$ cat config.mk
export PLATFORM = sky130hd
export DESIGN_NAME = tl_cntr_param
export DESIGN_NICKNAME = d
export VERILOG_FILES = /design/src/rtl/tl_pkg.sv /design/src/rtl/tl_phase_timer.sv /design/src/rtl/tl_cntr_param.sv
export SDC_FILE = /design/constraint.sdc
export NUM_CORES = 1
export LEC_CHECK = 0
export CAP_MARGIN = 20
export CORE_MARGIN = 2
export CORE_UTILIZATION = 45
export DETAILED_ROUTE_END_ITERATION = 16
export GPL_TIMING_DRIVEN = 1
export HOLD_SLACK_MARGIN = 0.03
export MAX_ROUTING_LAYER = met4
export PLACE_DENSITY = 0.78
export SYNTH_ARGS = -nofsm -noshare
export SYNTH_HDL_FRONTEND = slang
export SYNTH_SLANG_ARGS = --single-unit
$ cat constraint.sdc
create_clock -name clk -period 2.28 [get_ports clk]
set_clock_uncertainty 0.1 [all_clocks]
set_input_delay 0.57 -clock clk [delete_from_list [all_inputs] [get_ports clk]]
set_output_delay 0.57 -clock clk [all_outputs]
set_load 0.005 [all_outputs]
$ cat src/rtl/tl_pkg.sv
// Shared encodings for the timed two-road traffic light controller:
// lamp codes, state codes and the state-to-lamp decode.
package tl_pkg;

  localparam logic [1:0] L_GREEN  = 2'b00;
  localparam logic [1:0] L_YELLOW = 2'b01;
  localparam logic [1:0] L_RED    = 2'b10;
  localparam logic [1:0] L_LEFT   = 2'b11;

  typedef enum logic [2:0] {
    AG  = 3'd0,
    AY  = 3'd1,
    AL  = 3'd2,
    ALY = 3'd3,
    BG  = 3'd4,
    BY  = 3'd5,
    BL  = 3'd6,
    BLY = 3'd7
  } state_t;

  // Returns {La, Lb}; every entry keeps at least one road red.
  function automatic logic [3:0] lamp_decode(input state_t s);
    logic [3:0] lamps;
    lamps = {L_GREEN, L_RED};
    case (s)
      AG:       lamps = {L_GREEN,  L_RED};
      AY, ALY:  lamps = {L_YELLOW, L_RED};
      AL:       lamps = {L_LEFT,   L_RED};
      BG:       lamps = {L_RED,    L_GREEN};
      BY, BLY:  lamps = {L_RED,    L_YELLOW};
      BL:       lamps = {L_RED,    L_LEFT};
      default:  lamps = {L_GREEN,  L_RED};
    endcase
    return lamps;
  endfunction

endpackage

$ cat src/rtl/tl_phase_timer.sv
// Phase timer: counts cycles spent in the current phase, restarts at 0 on
// a phase change and holds at all-ones instead of wrapping.
module tl_phase_timer #(
  parameter int CNT_W = 4
) (
  input  logic             clk,
  input  logic             reset_n,
  input  logic             clear,
  output logic [CNT_W-1:0] phase_cnt
);

  always_ff @(posedge clk or negedge reset_n) begin
    if (!reset_n) begin
      phase_cnt <= '0;
    end else if (clear) begin
      phase_cnt <= '0;
    end else if (phase_cnt != {CNT_W{1'b1}}) begin
      phase_cnt <= phase_cnt + 1'b1;
    end
  end

endmodule

$ cat src/rtl/tl_cntr_param.sv
// Two-road traffic light controller with demand-driven protected left turns
// and per-phase minimum/maximum green timing. Rests in green on road A.
module tl_cntr_param
  import tl_pkg::*;
#(
  parameter int YELLOW_CYC = 2,
  parameter int MIN_GREEN  = 3,
  parameter int MAX_GREEN  = 8,
  parameter int CNT_W      = 4
) (
  input  logic             clk,
  input  logic             reset_n,
  input  logic             Ta,
  input  logic             Tb,
  input  logic             Tal,
  input  logic             Tbl,
  output logic [1:0]       La,
  output logic [1:0]       Lb,
  output logic [2:0]       phase,
  output logic [CNT_W-1:0] phase_cnt
);

  localparam logic [CNT_W-1:0] MIN_LIM = CNT_W'(MIN_GREEN - 1);
  localparam logic [CNT_W-1:0] MAX_LIM = CNT_W'(MAX_GREEN - 1);
  localparam logic [CNT_W-1:0] YEL_LIM = CNT_W'(YELLOW_CYC - 1);

  state_t state;
  state_t state_next;
  logic   min_ok;
  logic   max_hit;
  logic   yel_done;
  logic   other_dem;

  assign min_ok    = (phase_cnt >= MIN_LIM);
  assign max_hit   = (phase_cnt >= MAX_LIM);
  assign yel_done  = (phase_cnt == YEL_LIM);
  assign other_dem = Tb | Tbl | Tal;

  always_comb begin
    state_next = state;
    case (state)
      AG:  if (min_ok && other_dem && (!Ta || max_hit)) state_next = AY;
      AY:  if (yel_done) state_next = Tal ? AL : BG;
      AL:  if (min_ok && (!Tal || max_hit)) state_next = ALY;
      ALY: if (yel_done) state_next = BG;
      // BG always hands back toward A once its own demand is served.
      BG:  if (min_ok && (!Tb || max_hit)) state_next = BY;
      BY:  if (yel_done) state_next = Tbl ? BL : AG;
      BL:  if (min_ok && (!Tbl || max_hit)) state_next = BLY;
      BLY: if (yel_done) state_next = AG;
      default: state_next = AG;
    endcase
  end

  // Lamps are registered from the next state so they always track the state register.
  always_ff @(posedge clk or negedge reset_n) begin
    if (!reset_n) begin
      state <= AG;
      La    <= L_GREEN;
      Lb    <= L_RED;
    end else begin
      state    <= state_next;
      {La, Lb} <= lamp_decode(state_next);
    end
  end

  assign phase = state;

  tl_phase_timer #(
    .CNT_W(CNT_W)
  ) u_timer (
    .clk      (clk),
    .reset_n  (reset_n),
    .clear    (state_next != state),
    .phase_cnt(phase_cnt)
  );

endmodule

==> flow_summary.ini, run 1 <==
[hold_path]
hp-class = in -> async

[cts]
clock_latency_ps = 270
clk_path_buf_depth = 2
htree_levels = 1
cts-buffers-inserted = 3
post_cts_resized = 0
clkTransAtPathRegs_ps = 70
cts_sinks = 11
clockRootBuffer = clkbuf_4
cts_tree = done
hold_buffers = 0
cts_setup_buffers = 0

[power]
p_sw_mw = 0.4390
swShare_pct = 38.17
comb_power_share_pct = 53.2
peakVddDrop_uv = 735.3
p_int_mw = 0.7113
clkPwrFrac_pct = 11.4
p_per_area_nw_per_um2 = 1385
seq_power_share_pct = 35.5
p_leak_nw = 0.3749

[worst_setup_path]
cp-start-kind = register
cp_num_buf_inv = 1
setup.worst_path.class = reg -> out
cp_top_family = buffers and inverters
cp_slowest_stage_delay_ps = 560
cp.arrival_ps = 1300
path_max_fanout = 9
end_kind = output port
cpMaxStageDelayCell = clkdlybuf4s50_1
path_cells = clkdlybuf4s50_1
worstPathRequired_ps = 1610

[final_layout]
final_layout_size_suffix_gt1_share_pct = 12.35
syn2layout_area_growth_pct = 32.01
utilization_pct = 63.85
layout_common_cells = clkdlybuf4s50_1 (16), dfrtp_1 (10), inv_1 (5), o21ai_0 (5)
nets = 91
antenna_cells = 0
final_common_cell = clkdlybuf4s50_1

[sta]
setup-violations-final = 0
grt_setup_unrepaired = false
setup_tns_ps = 0
fin_crit_ps = 1973
relSlewSlack_pct = 68.58
hold_viol = 0
drv_slew = 0
fin_crit_sh_pct = 86.53
tightestPinTransition_ps = 469.8
max_freq_mhz = 506.8

[drt]
vias = 522
drt_first_pass_iters = 5
remaining_drc_errors = 0
wl_um = 1289
ant_nets = 0
wire_per_inst_um = 13.43
dr_wl_met3_um = 37
routed_via_density = 5.438
routed-wl-met2_um = 579
dr.first_iter.drc_count = 6
highest_layer = met4
wl_met1_um = 643

[grt]
overflow = 0
antenna_found_initial = 0
grt_max_degree = 12
grt_pass1_vias = 454
grt_pass1_wl_um = 2035
grt_use_total_pct = 20.75

[synthesis]
seq_area_frac_synth_pct = 43.94
ys_ff_latch = 11
postSynthAreaPerCell_um2 = 10.32
syn_area_um2 = 629.4
yosys_warnings = 0
synth_nets = 70
synth.distinct_cells = 31
netlist_instances = 61

[placed_design]
portBuffers = 16
dp_hpwl_um = 985.5
place.gp.congestion = 0.7275

[floorplan]
top_level_ports = 17
rows = 13
dieArea_um2 = 1714
die_w_um = 41.40
core-area_um2 = 1301
fp.dieH_um = 41.40
start_util_pct = 48.37

[outcome]
status = finished clean

[job]
maxCapViolations = 0
==> cell type report <==
class                   count  area [um^2]
clock buffers               4        26.28
well taps                  15        18.77
multi-input cells          44        322.8
fillers                   113        470.5
repair buffers             17        167.7
inverters                   5        18.77
flip-flops and latches     11        276.5
==> through the flow <==
step / std cells / hold slack [ps] / instance area, um^2 / power [mW] / setup WS, ps
floorplan: 61 / 174.4 / 629.4 / 0.7655 / 505.1
global placement: 92 / 573.6 / 804.5 / 1.009 / 42.89
detailed placement: 92 / 577.6 / 804.5 / 1.020 / 36.86
CTS: 96 / 533.5 / 830.8 / 1.160 / 289.5
global route: 96 / 546.9 / 830.8 / 1.261 / 163.2
finish: 96 / 521.9 / 830.8 / 1.150 / 307.0
==> kinds of logic after synthesis <==
logic type / after synthesis / share of synthesized area (%)
buffers and inverters: 6 / 4.772
muxes: 1 / 1.591
xor gates and xnor gates: 1 / 1.392
AOI/OAI and AO/OA: 19 / 23.26
adders and majority gates: 3 / 5.965
and+or+nand+nor: 20 / 19.09
DFF: 11 / 43.94
==> state kept, by name, summed over array words and instances, names as in the netlist <==
register           flops
Lb                     2
La                     2
phase                  3
u_timer.phase_cnt      4
==> power by group through the flow <==
stage	registers [mW]	clock network, mW	logic [mW]
2_1_floorplan	0.390	0	0.376
3_3_place_gp	0.406	0	0.603
3_5_place_dp	0.410	0	0.611
4_1_cts	0.407	0.136	0.617
5_1_grt	0.426	0.146	0.689
6_report	0.408	0.131	0.612
==> cells in the mapped netlist (all sizes together) <==
library cell	instances	area (um^2)
o21a	1	7.510
o31ai	1	12.51
a21oi	2	10.01
mux2i	1	10.01
a2111oi	1	8.760
buf	1	11.26
o21ai	5	25.02
nand2	3	11.26
dfrtp	10	250.2
xnor2	1	8.760
nand3b	2	15.01
nand2b	1	6.260
and2b	2	17.52
a31oi	2	12.51
a211oi	1	12.51
o31a	1	8.760
a221o	1	10.01
nand3	1	5.000
a211o	1	8.760
nor3	2	10.01
nor4	1	6.260
nor2	3	11.26
o211a	3	30.03
or3	2	13.77
and3	1	6.260
ha	3	37.54
dfstp	1	26.28
inv	5	18.77
nand4bb	1	11.26
and2	1	6.260
==> worst paths after layout <==
| kind | startpoint | to | slack (ps) | cells after the start |
|---|---|---|---|---|
| worst max register to register | u_timer.phase_cnt[0]$_DFFE_PN0P_ | Lb[0]$_DFF_PN0_ | 340 | 6 |
| max in group asynchronous | reset_n | Lb[1]$_DFF_PN1_ | 1210 | 1 |
| worst min-delay path | reset_n | La[1]$_DFF_PN0_ | 520 | 1 |
| min in group clk | u_timer.phase_cnt[1]$_DFFE_PN0P_ | u_timer.phase_cnt[1]$_DFFE_PN0P_ | 600 | 1 |
| worst max-delay path | u_timer.phase_cnt[2]$_DFFE_PN0P_ | phase_cnt[2] | 310 | 1 |
| worst min register to register | u_timer.phase_cnt[1]$_DFFE_PN0P_ | u_timer.phase_cnt[1]$_DFFE_PN0P_ | 600 | 1 |
==> routing by layer <==
layer  GRT usage (%)  up-vias
met1           27.24      244
met2           25.78        9
met5               -        -
met3           4.787        2
li1                -      267
met4           19.35        0
Power figures use the tool's default switching activity.
==> inputs of run 2 (changes only) <==
--- a/config.mk
+++ b/config.mk
@@ -7,12 +7,12 @@
 export LEC_CHECK = 0
 export CAP_MARGIN = 20
 export CORE_MARGIN = 2
-export CORE_UTILIZATION = 45
+export CORE_UTILIZATION = 41
 export DETAILED_ROUTE_END_ITERATION = 16
 export GPL_TIMING_DRIVEN = 1
 export HOLD_SLACK_MARGIN = 0.03
 export MAX_ROUTING_LAYER = met4
-export PLACE_DENSITY = 0.78
+export PLACE_DENSITY = 0.75
 export SYNTH_ARGS = -nofsm -noshare
 export SYNTH_HDL_FRONTEND = slang
 export SYNTH_SLANG_ARGS = --single-unit
==> constraint.sdc (replaced) <==
create_clock -name clk -period 1.6 [get_ports clk]
set_clock_uncertainty 0.1 [all_clocks]
set_input_delay 0.4 -clock clk [delete_from_list [all_inputs] [get_ports clk]]
set_output_delay 0.4 -clock clk [all_outputs]
set_load 0.005 [all_outputs]
==> run 2 against run 1 <==
Against the previous run: the run now ends with negative setup slack left; non-clock buffer count rose by 21; via count rose by 17%; sequential share of layout area fell by 8.4 points; critical path depth rose by 4; combinational power rose to 2.6 times the previous value; core utilization rose by 13 points; clock-buffer cell count fell by 1; setup slack got worse by 410 ps; critical endpoint is now Lb[1]$_DFF_PN1_.
==> flow_summary.ini, run 2 (synthesis results as in run 1) <==
[grt]
grt_pass1_vias = 591
grt_use_total_pct = 20.33
overflow = 0
grt_pass1_wl_um = 2656
antenna_found_initial = 0
grt_max_degree = 12

[cts]
clkTransAtPathRegs_ps = 70
cts-buffers-inserted = 3
cts_tree = done
clockRootBuffer = clkbuf_4
clock_latency_ps = 270
htree_levels = 1
cts_sinks = 11
clk_path_buf_depth = 2

[worst_setup_path]
path_max_fanout = 6
cp_num_buf_inv = 0
cp_top_family = compound AO/OA/AOI/OAI gates
cp-start-kind = register
path_cells = ha_4 > or3_1 > a211o_1 > o21a_1 > o21ai_2
setup.worst_path.class = reg -> reg
end_kind = register
cp_slowest_stage_delay_ps = 460
cpMaxStageDelayCell = dfrtp_2
cp.arrival_ps = 1800
worstPathRequired_ps = 1700

[outcome]
violations = negative setup slack
status = finished, violations left

[drt]
drt_first_pass_iters = 4
wl_um = 1768
vias = 613
ant_nets = 0
dr.first_iter.drc_count = 14
remaining_drc_errors = 0
routed_via_density = 5.195
wire_per_inst_um = 14.98

[final_layout]
fin_cells = 118
final_layout_size_suffix_gt1_share_pct = 48.04
layout_common_cells = buf_4 (18), dlygate4sd2_1 (10), dfrtp_1 (6)
final_common_cell = buf_4
largest_register_ffs = 4
regMostFlops = u_timer.phase_cnt
nets = 112
syn2layout_area_growth_pct = 79.72
antenna_cells = 0
nFillCells = 94
utilization_pct = 76.87

[sta]
fin_crit_ps = 1701
drv_slew = 0
setup_tns_ps = -598.5
max_freq_mhz = 587.9
finalWorstSetupSlack_ps = -100.8
grt_setup_unrepaired = true
relSlewSlack_pct = 66.38
setup-violations-final = 10
fin_crit_sh_pct = 106.3
hold_viol = 0
tightestPinTransition_ps = 502.7

[power]
comb_power_share_pct = 68.0
p_int_mw = 1.389
p_leak_nw = 0.5475
finalPower_mw = 2.304
seq_power_share_pct = 23.8
swShare_pct = 39.71
peakVddDrop_uv = 1168
p_sw_mw = 0.9149
clkPwrFrac_pct = 8.2
p_per_area_nw_per_um2 = 2037

[placed_design]
place_ws_ps = -490.7
place_inst = 106
place.gp.congestion = 0.7989
dp_hpwl_um = 1105
portBuffers = 16

[job]
maxCapViolations = 0

[floorplan]
fp.dieH_um = 43.18
rows = 14
die_w_um = 43.18
dieArea_um2 = 1865
core-area_um2 = 1471
start_util_pct = 42.77
top_level_ports = 17

[hold_path]
hp-class = in -> async
run 2: per-layer routing:
metal  share of wire [%]  track usage (%)
met2                  49            30.45
met5                   0                -
met1                  45            26.61
met4                 2.0            10.91
met3                 4.2            2.553
run 2: layout make-up:
| cell class | count | area, um^2 | share of cell area, % |
|---|---|---|---|
| clock buffers | 3 | 22.52 | 1.991 |
| flip-flops and latches | 11 | 281.5 | 24.89 |
| clock inverters | 1 | 5.005 | 0.4425 |
| repair buffers | 38 | 330.3 | 29.20 |
| multi-input cells | 44 | 452.9 | 40.04 |
| well taps | 16 | 20.02 | 1.770 |
| inverters | 5 | 18.77 | 1.659 |
run 2: power groups by stage:
stage / clock [mW] / sequential, mW / combinational [mW]
5_1_grt: 0.201 / 0.567 / 1.72
6_report: 0.188 / 0.549 / 1.57
3_5_place_dp: 0 / 0.565 / 1.22
2_1_floorplan: 0 / 0.575 / 0.635
3_3_place_gp: 0 / 0.564 / 1.20
4_1_cts: 0.192 / 0.537 / 1.36
run 2: timing repair:
action | 4_1_cts | 5_1_grt
pin swaps | 5 | 9
gates resized for setup | 22 | 16
hold buffers | 0 | 0
endpoints found under the setup margin | 18 | 14
setup buffers | 5 | 3
run 2: worst reg2reg max path, stage by stage, from the launching register on:
cell	delay, ps
dfrtp_2	460
ha_4	180
or3_1	300
a211o_1	310
o21a_1	150
o21ai_2	140
run 2: stage by stage:
stage / hold WS, ps / instance area, um^2
4_1_cts: 365.2 / 1046
3_3_place_gp: 632.1 / 954.7
2_1_floorplan: 4.409 / 680.7
5_1_grt: 392.3 / 1131
6_report: 365.3 / 1131
3_5_place_dp: 625.4 / 954.7
run 2: worst paths after layout:
| kind | start | end | slack [ps] | depth (start not counted) |
|---|---|---|---|---|
| min | reset_n | Lb[0]$_DFF_PN0_ | 370 | 1 |
| min reg2reg | u_timer.phase_cnt[1]$_DFFE_PN0P_ | u_timer.phase_cnt[1]$_DFFE_PN0P_ | 650 | 2 |
| max in group asynchronous | reset_n | u_timer.phase_cnt[2]$_DFFE_PN0P_ | 670 | 1 |
| min in group clk | u_timer.phase_cnt[1]$_DFFE_PN0P_ | u_timer.phase_cnt[1]$_DFFE_PN0P_ | 650 | 2 |
| max reg2reg | u_timer.phase_cnt[1]$_DFFE_PN0P_ | Lb[1]$_DFF_PN1_ | -100 | 5 |
| max | u_timer.phase_cnt[1]$_DFFE_PN0P_ | Lb[1]$_DFF_PN1_ | -100 | 5 |
